--- src/rtl/arith_serdes_pkg.sv ---
// Shared types and helpers for the arith_serdes operand/result serialiser.
package arith_serdes_pkg;

  typedef enum logic [2:0] {IDLE, LOAD_A, LOAD_B, CALC, UNLOAD} state_t;

  localparam logic OP_ADD = 1'b0;
  localparam logic OP_SUB = 1'b1;

  function automatic int num_beats(input int width, input int bus_w);
    return (width + bus_w - 1) / bus_w;
  endfunction

  // Index width for a counter over n values; never narrower than one bit.
  function automatic int idx_bits(input int n);
    return (n > 1) ? $clog2(n) : 1;
  endfunction

endpackage

--- src/rtl/arith_serdes_if.sv ---
// Operand/result beat bus, adder hookup and status of arith_serdes.
interface arith_serdes_if
  import arith_serdes_pkg::*;
#(
  parameter int WIDTH = 24,
  parameter int BUS_W = 8
);
  // A beat moves only in a cycle where valid && ready are both high; the
  // sender holds data and valid stable until that cycle.
  logic [BUS_W-1:0] in_data;
  logic             in_valid;
  logic             in_ready;
  logic             op_sub;
  logic             abort;
  logic [WIDTH-1:0] add_a;
  logic [WIDTH-1:0] add_b;
  logic             add_cin;
  logic [WIDTH:0]   add_z;
  logic [BUS_W-1:0] out_data;
  logic             out_valid;
  logic             out_ready;
  logic             carry;
  logic             busy;
  state_t           dbg_state;

  modport slave (
    input  in_data, in_valid, op_sub, abort, add_z, out_ready,
    output in_ready, add_a, add_b, add_cin, out_data, out_valid, carry, busy,
    output dbg_state
  );

  modport master (
    output in_data, in_valid, op_sub, abort, add_z, out_ready,
    input  in_ready, add_a, add_b, add_cin, out_data, out_valid, carry, busy,
    input  dbg_state
  );
endinterface

--- src/rtl/arith_serdes_beat_slicer.sv ---
// Indexed beat write into a word (loading) and zero-padded beat read (unloading).
module arith_serdes_beat_slicer
  import arith_serdes_pkg::*;
#(
  parameter  int WIDTH = 24,
  parameter  int BUS_W = 8,
  localparam int NB    = num_beats(WIDTH, BUS_W),
  localparam int IW    = idx_bits(NB)
) (
  input  logic [WIDTH-1:0] word_i,
  input  logic [IW-1:0]    idx_i,
  input  logic [BUS_W-1:0] beat_i,
  output logic [WIDTH-1:0] word_o,
  output logic [BUS_W-1:0] beat_o
);

  localparam int PW = NB * BUS_W;

  logic [PW-1:0] padded;

  // Bits above WIDTH in the last beat read back as zero.
  always_comb begin
    padded = PW'(word_i);
    beat_o = '0;
    for (int k = 0; k < NB; k++) begin
      if (idx_i == IW'(k)) beat_o = padded[k*BUS_W +: BUS_W];
    end
  end

  // Beat bits that fall above WIDTH have no destination and are dropped.
  always_comb begin
    for (int b = 0; b < WIDTH; b++) begin
      word_o[b] = (idx_i == IW'(b / BUS_W)) ? beat_i[b % BUS_W] : word_i[b];
    end
  end

endmodule

--- src/rtl/arith_serdes.sv ---
// Serialised operand loader / result unloader around an external combinational adder.
module arith_serdes
  import arith_serdes_pkg::*;
#(
  parameter int WIDTH  = 24,
  parameter int BUS_W  = 8,
  parameter int SETTLE = 1
) (
  input logic         clk,
  input logic         rst,
  arith_serdes_if.slave bus
);

  localparam int NB = num_beats(WIDTH, BUS_W);
  localparam int IW = idx_bits(NB);
  localparam int CW = idx_bits(SETTLE);
  localparam logic [IW-1:0] LAST_BEAT = IW'(NB - 1);
  localparam logic [CW-1:0] LAST_CNT  = CW'(SETTLE - 1);

  state_t           state_q;
  logic [IW-1:0]    beat_q;
  logic [CW-1:0]    cnt_q;
  logic [WIDTH-1:0] a_q;
  logic [WIDTH-1:0] b_q;
  logic             op_q;
  logic [WIDTH-1:0] res_q;
  logic             carry_q;
  logic             in_ready_q;
  logic             out_valid_q;

  logic [WIDTH-1:0] slice_word;
  logic [BUS_W-1:0] slice_beat;
  logic [WIDTH-1:0] wr_word;
  logic [BUS_W-1:0] rd_beat;
  logic             accept;
  logic             last_beat;

  always_comb begin
    slice_word = a_q;
    if (state_q == LOAD_B) slice_word = b_q;
    else if (state_q == UNLOAD) slice_word = res_q;
  end

  // B is stored already inverted when subtracting, so add_b needs no extra logic.
  assign slice_beat = (state_q == LOAD_B && op_q == OP_SUB) ? ~bus.in_data : bus.in_data;
  assign accept     = in_ready_q && bus.in_valid;
  assign last_beat  = (beat_q == LAST_BEAT);

  arith_serdes_beat_slicer #(
    .WIDTH (WIDTH),
    .BUS_W (BUS_W)
  ) u_beat_slicer (
    .word_i (slice_word),
    .idx_i  (beat_q),
    .beat_i (slice_beat),
    .word_o (wr_word),
    .beat_o (rd_beat)
  );

  always_ff @(posedge clk or posedge rst) begin
    if (rst) begin
      state_q     <= IDLE;
      beat_q      <= '0;
      cnt_q       <= '0;
      a_q         <= '0;
      b_q         <= '0;
      op_q        <= OP_ADD;
      res_q       <= '0;
      carry_q     <= 1'b0;
      in_ready_q  <= 1'b0;
      out_valid_q <= 1'b0;
    end else if (bus.abort && state_q != IDLE) begin
      state_q     <= IDLE;
      beat_q      <= '0;
      cnt_q       <= '0;
      in_ready_q  <= 1'b0;
      out_valid_q <= 1'b0;
    end else begin
      case (state_q)
        IDLE: begin
          in_ready_q <= 1'b1;
          if (accept) begin
            a_q     <= wr_word;
            op_q    <= bus.op_sub;
            beat_q  <= last_beat ? '0 : beat_q + IW'(1);
            state_q <= last_beat ? LOAD_B : LOAD_A;
          end
        end
        LOAD_A: begin
          if (accept) begin
            a_q    <= wr_word;
            beat_q <= last_beat ? '0 : beat_q + IW'(1);
            if (last_beat) state_q <= LOAD_B;
          end
        end
        LOAD_B: begin
          if (accept) begin
            b_q    <= wr_word;
            beat_q <= last_beat ? '0 : beat_q + IW'(1);
            if (last_beat) begin
              state_q    <= CALC;
              cnt_q      <= '0;
              in_ready_q <= 1'b0;
            end
          end
        end
        CALC: begin
          if (cnt_q == LAST_CNT) begin
            res_q       <= bus.add_z[WIDTH-1:0];
            carry_q     <= bus.add_z[WIDTH];
            cnt_q       <= '0;
            out_valid_q <= 1'b1;
            state_q     <= UNLOAD;
          end else begin
            cnt_q <= cnt_q + CW'(1);
          end
        end
        UNLOAD: begin
          if (out_valid_q && bus.out_ready) begin
            if (last_beat) begin
              beat_q      <= '0;
              out_valid_q <= 1'b0;
              in_ready_q  <= 1'b1;
              state_q     <= IDLE;
            end else begin
              beat_q <= beat_q + IW'(1);
            end
          end
        end
        default: state_q <= IDLE;
      endcase
    end
  end

  assign bus.in_ready  = in_ready_q;
  assign bus.out_valid = out_valid_q;
  assign bus.out_data  = (state_q == UNLOAD) ? rd_beat : '0;
  assign bus.add_a     = a_q;
  assign bus.add_b     = b_q;
  assign bus.add_cin   = op_q;
  assign bus.carry     = carry_q;
  assign bus.busy      = (state_q != IDLE);
  assign bus.dbg_state = state_q;

endmodule

--- src/flat_wrapper.sv ---
// flat-port wrapper written by rule: the top's interface ports become plain ports
module arith_serdes_flat import arith_serdes_pkg::*;
#(
  parameter int WIDTH  = 24,
  parameter int BUS_W  = 8,
  parameter int SETTLE = 1
)
  (clk, rst, bus_in_data, bus_in_valid, bus_op_sub, bus_abort, bus_add_z, bus_out_ready, bus_in_ready, bus_add_a, bus_add_b, bus_add_cin, bus_out_data, bus_out_valid, bus_carry, bus_busy, bus_dbg_state);
  arith_serdes_if #(.WIDTH(WIDTH), .BUS_W(BUS_W)) bus_i ();
  input logic clk;
  input logic rst;
  input wire logic [$bits(bus_i.in_data)-1:0] bus_in_data;
  input wire logic [$bits(bus_i.in_valid)-1:0] bus_in_valid;
  input wire logic [$bits(bus_i.op_sub)-1:0] bus_op_sub;
  input wire logic [$bits(bus_i.abort)-1:0] bus_abort;
  input wire logic [$bits(bus_i.add_z)-1:0] bus_add_z;
  input wire logic [$bits(bus_i.out_ready)-1:0] bus_out_ready;
  output wire logic [$bits(bus_i.in_ready)-1:0] bus_in_ready;
  output wire logic [$bits(bus_i.add_a)-1:0] bus_add_a;
  output wire logic [$bits(bus_i.add_b)-1:0] bus_add_b;
  output wire logic [$bits(bus_i.add_cin)-1:0] bus_add_cin;
  output wire logic [$bits(bus_i.out_data)-1:0] bus_out_data;
  output wire logic [$bits(bus_i.out_valid)-1:0] bus_out_valid;
  output wire logic [$bits(bus_i.carry)-1:0] bus_carry;
  output wire logic [$bits(bus_i.busy)-1:0] bus_busy;
  output wire logic [$bits(bus_i.dbg_state)-1:0] bus_dbg_state;
  assign bus_i.in_data = bus_in_data;
  assign bus_i.in_valid = bus_in_valid;
  assign bus_i.op_sub = bus_op_sub;
  assign bus_i.abort = bus_abort;
  assign bus_i.add_z = bus_add_z;
  assign bus_i.out_ready = bus_out_ready;
  assign bus_in_ready = bus_i.in_ready;
  assign bus_add_a = bus_i.add_a;
  assign bus_add_b = bus_i.add_b;
  assign bus_add_cin = bus_i.add_cin;
  assign bus_out_data = bus_i.out_data;
  assign bus_out_valid = bus_i.out_valid;
  assign bus_carry = bus_i.carry;
  assign bus_busy = bus_i.busy;
  assign bus_dbg_state = bus_i.dbg_state;
  arith_serdes #(.WIDTH(WIDTH), .BUS_W(BUS_W), .SETTLE(SETTLE)) u_core (.clk(clk), .rst(rst), .bus(bus_i));
endmodule
--- config.mk ---
export PLATFORM = sky130hd
export DESIGN_NAME = arith_serdes_flat
export DESIGN_NICKNAME = d
export VERILOG_FILES = /design/src/rtl/arith_serdes_pkg.sv /design/src/rtl/arith_serdes_if.sv /design/src/rtl/arith_serdes_beat_slicer.sv /design/src/rtl/arith_serdes.sv /design/src/flat_wrapper.sv
export SDC_FILE = /design/constraint.sdc
export NUM_CORES = 1
export LEC_CHECK = 0
export ABC_AREA = 1
export BUFFER_PORTS_ARGS = -buffer_cell sky130_fd_sc_hd__buf_2
export CORE_MARGIN = 2
export CORE_UTILIZATION = 45
export CTS_BUF_LIST = sky130_fd_sc_hd__clkbuf_4
export DETAILED_ROUTE_END_ITERATION = 8
export PLACE_DENSITY = 0.75
export SYNTH_ARGS = -nofsm -noshare
export SYNTH_HDL_FRONTEND = slang
export SYNTH_SLANG_ARGS = --single-unit
--- constraint.sdc ---
create_clock -name clk -period 4.9 [get_ports clk]
set_input_delay 0.49 -clock clk [delete_from_list [all_inputs] [get_ports clk]]
set_output_delay 0.49 -clock clk [all_outputs]
set_load 0.02 [all_outputs]
==> metrics.txt <==
status=completed; Worst Path Arrival=2.76 ns; CP required=4.41 ns; P_leak=3.01 nW; Pwr Density=672 nW/um^2; gr ovfl total=0; die width=105 microns; core area=9770 sq um; CTS tree=built; WS Path Type=reg -> out; initial antenna violation count=0; CTS Hold Bufs=0; Initial Util=46.6%; pre-CTS WS=1.91 ns; routed via count=4664; die area=10900 sq um; crit-path most repeated cell=nand3_1; Avg Cell Area, Syn=7.31 sq um; Least-Margin Pin Slew=1.04 ns; Ports=103; maximum fanout along the worst path=38; post-synthesis sequential area ratio=44.5%; CP max-delay cell=dfrtp_1; port bufs=102; setup violators final=0; Mapped Cells=623; slew margin rel.=30.7%; Post-DRT Antenna Nets=0; Die Span Y=105 microns; vias per std cell=5.47; post-synthesis net count=662; Synth-to-Final Area Change=16.8%; CTS Buf Count=9; hold path start=bus_add_z[7]; vias in the first global route=4445; synth warn=0; DRC=0; largest stage delay on the critical path=0.94 ns; CTS root buffer=clkbuf_4; Post-CTS Resized=0; R2R Path Start=u_core.bus.dbg_state[2]$_DFFE_PP0P_; CP Launch Point=u_core.bus.dbg_state[2]$_DFFE_PP0P_; Post-CTS Setup Bufs=0; Reg clk slew, reported paths=0.14 ns; drt total wl=13800 microns; Unique masters post-synth=21; Skew-Pair Late Insertion Delay=0.44 ns; Min-Delay Path Class=in -> reg; gpl congestion=0.892; leading area contributor after synthesis=dfrtp_1; startpoint types=flop; wire per inst=16.2 microns; Placement Rows=36; ant diodes=0; clock sinks=81; max-slew violation count=0; Netlist Area Pre-Place=4550 sq um; Initial DRT Pass Iterations=8; Tot GR Track Use=26.2%; Final Cycle Share=66.3%; post-layout min period=3.25 ns; Max Root-Sink Buffers=2; H-Tree Depth=3; max-cap viol count=0; largest net degree at the start of global routing=82; RSZ-0062 raised after global routing=false; initial DRC count=454; type of destination of the critical path=output port; placed wire-length estimate=9730 microns; final worst slack=1.65 ns; Synth area leaders=dfrtp_1 (45%), nand3_1 (18%), nand2_1 (17%); TNS Setup=0 ns; Synth Register Bits=81; worst clock skew=0.0168 ns; final net count=754; first-pass GRT wire length=22400 microns; crit path cell chain=nor2_1, nand2_1, buf_4, nand3_1, nand3_1, nand3_1, nor2_1, buf_2; top cell type's share of synthesized area=44.5%; fmax=308 MHz; Worst VDD drop=0.313 mV; layout cells sized above 1=21.8%; final hold viol count=0
## metrics by stage
step	hold slack, ns	cell area (sq um)	cells	total power, mW	util (%)
final	0.261	5320	853	3.57	54.4
after global routing	0.226	5320	853	3.85	54.4
after CTS	0.241	5320	853	3.56	54.4
after detailed placement	0.492	5150	837	3.10	52.7
after global placement	0.484	5150	837	3.04	52.7
after floorplan	0.480	4550	623	2.53	-
## synth_stat cells
cell,instances
nand3_1,167
nand2_1,210
clkbuf_1,9
nand2_4,1
inv_1,58
nor3_4,2
dfrtp_1,81
o21ai_0,2
nor2_1,15
buf_2,17
mux2_2,18
buf_4,3
o21ai_1,10
and2_1,1
or2_1,8
a21oi_1,11
nor2_4,3
nand2_2,1
inv_2,4
nor2_2,1
nand4_1,1
## sequential cells by signal, summed over array words and instances, names as in the netlist
signal	flops
u_core.beat_q	2
u_core.bus.in_ready	1
u_core.bus.add_cin	1
u_core.bus.carry	1
u_core.bus.add_a	24
u_core.bus.add_b	24
u_core.res_q	24
u_core.bus.out_valid	1
u_core.bus.dbg_state	3
## layer usage
layer	vias up	global-route usage [%]	wire (microns)
met4	0	16.6	708
met3	48	3.81	1250
met1	2122	35.9	5690
li1	2196	-	-
met5	-	0	0
met2	298	39.1	6160
## cell type report
| type | count | area (sq um) |
|---|---|---|
| repair buffers | 110 | 571 |
| fillers | 973 | 4460 |
| well taps | 133 | 166 |
| multi-input cells | 451 | 2150 |
| clock inverters | 6 | 92.6 |
| inverters | 62 | 234 |
| flip-flops and latches | 81 | 2030 |
| clock buffers | 10 | 75.1 |
## cell usage in the layout, fill, tap and decap left out
cell	Yosys	routed
or2_1	8	8
dfrtp_1	81	81
nor2_1	15	15
o21ai_0	2	2
bufinv_16	0	2
clkinvlp_4	0	2
a21oi_1	11	11
nor2_2	1	1
nor2_4	3	3
and2_1	1	1
nand3_1	167	167
buf_4	3	8
o21ai_1	10	10
clkbuf_4	0	10
nand2_1	210	210
nand2_2	1	1
nand4_1	1	1
nand2_4	1	1
mux2_2	18	18
buf_2	17	102
nor3_4	2	2
inv_1	58	57
clkinv_2	0	1
inv_2	4	4
clkinv_4	0	2
## power breakdown
part | switching [mW] | internal [mW]
registers | 0.247 | 0.973
clock network | 0.254 | 0.214
logic | 1.27 | 0.619
total | 1.77 | 1.81
## path summary, 6_finish.rpt
check                                              endpoint  slack, ns  cells after the start
min reg2reg                 u_core.bus.add_a[0]$_DFFE_PP0P_       0.52                      2
max                                         bus_out_data[5]       1.65                      8
min in group asynchronous       u_core.res_q[1]$_DFFE_PP0P_       0.35                      3
max in group asynchronous  u_core.bus.add_a[16]$_DFFE_PP0P_       3.89                      3
min                             u_core.res_q[7]$_DFFE_PP0P_       0.26                      2
max reg2reg                 u_core.bus.add_b[0]$_DFFE_PP0P_       1.81                      6
## worst max-delay path: cells and delay by family, from the launching register on
kind | cells | cell delay (ns)
buffers and inverters | 2 | 0.56
DFF | 1 | 0.94
and+or+nand+nor | 6 | 0.79
## cells by family after synthesis
family	after synthesis	synth area share, %
DFF	81	44.5
buffers and inverters	91	8.22
muxes	18	4.45
and+or+nand+nor	410	40.3
AOI/OAI and AO/OA	23	2.53
No activity file was read; power rests on OpenSTA's default activity.
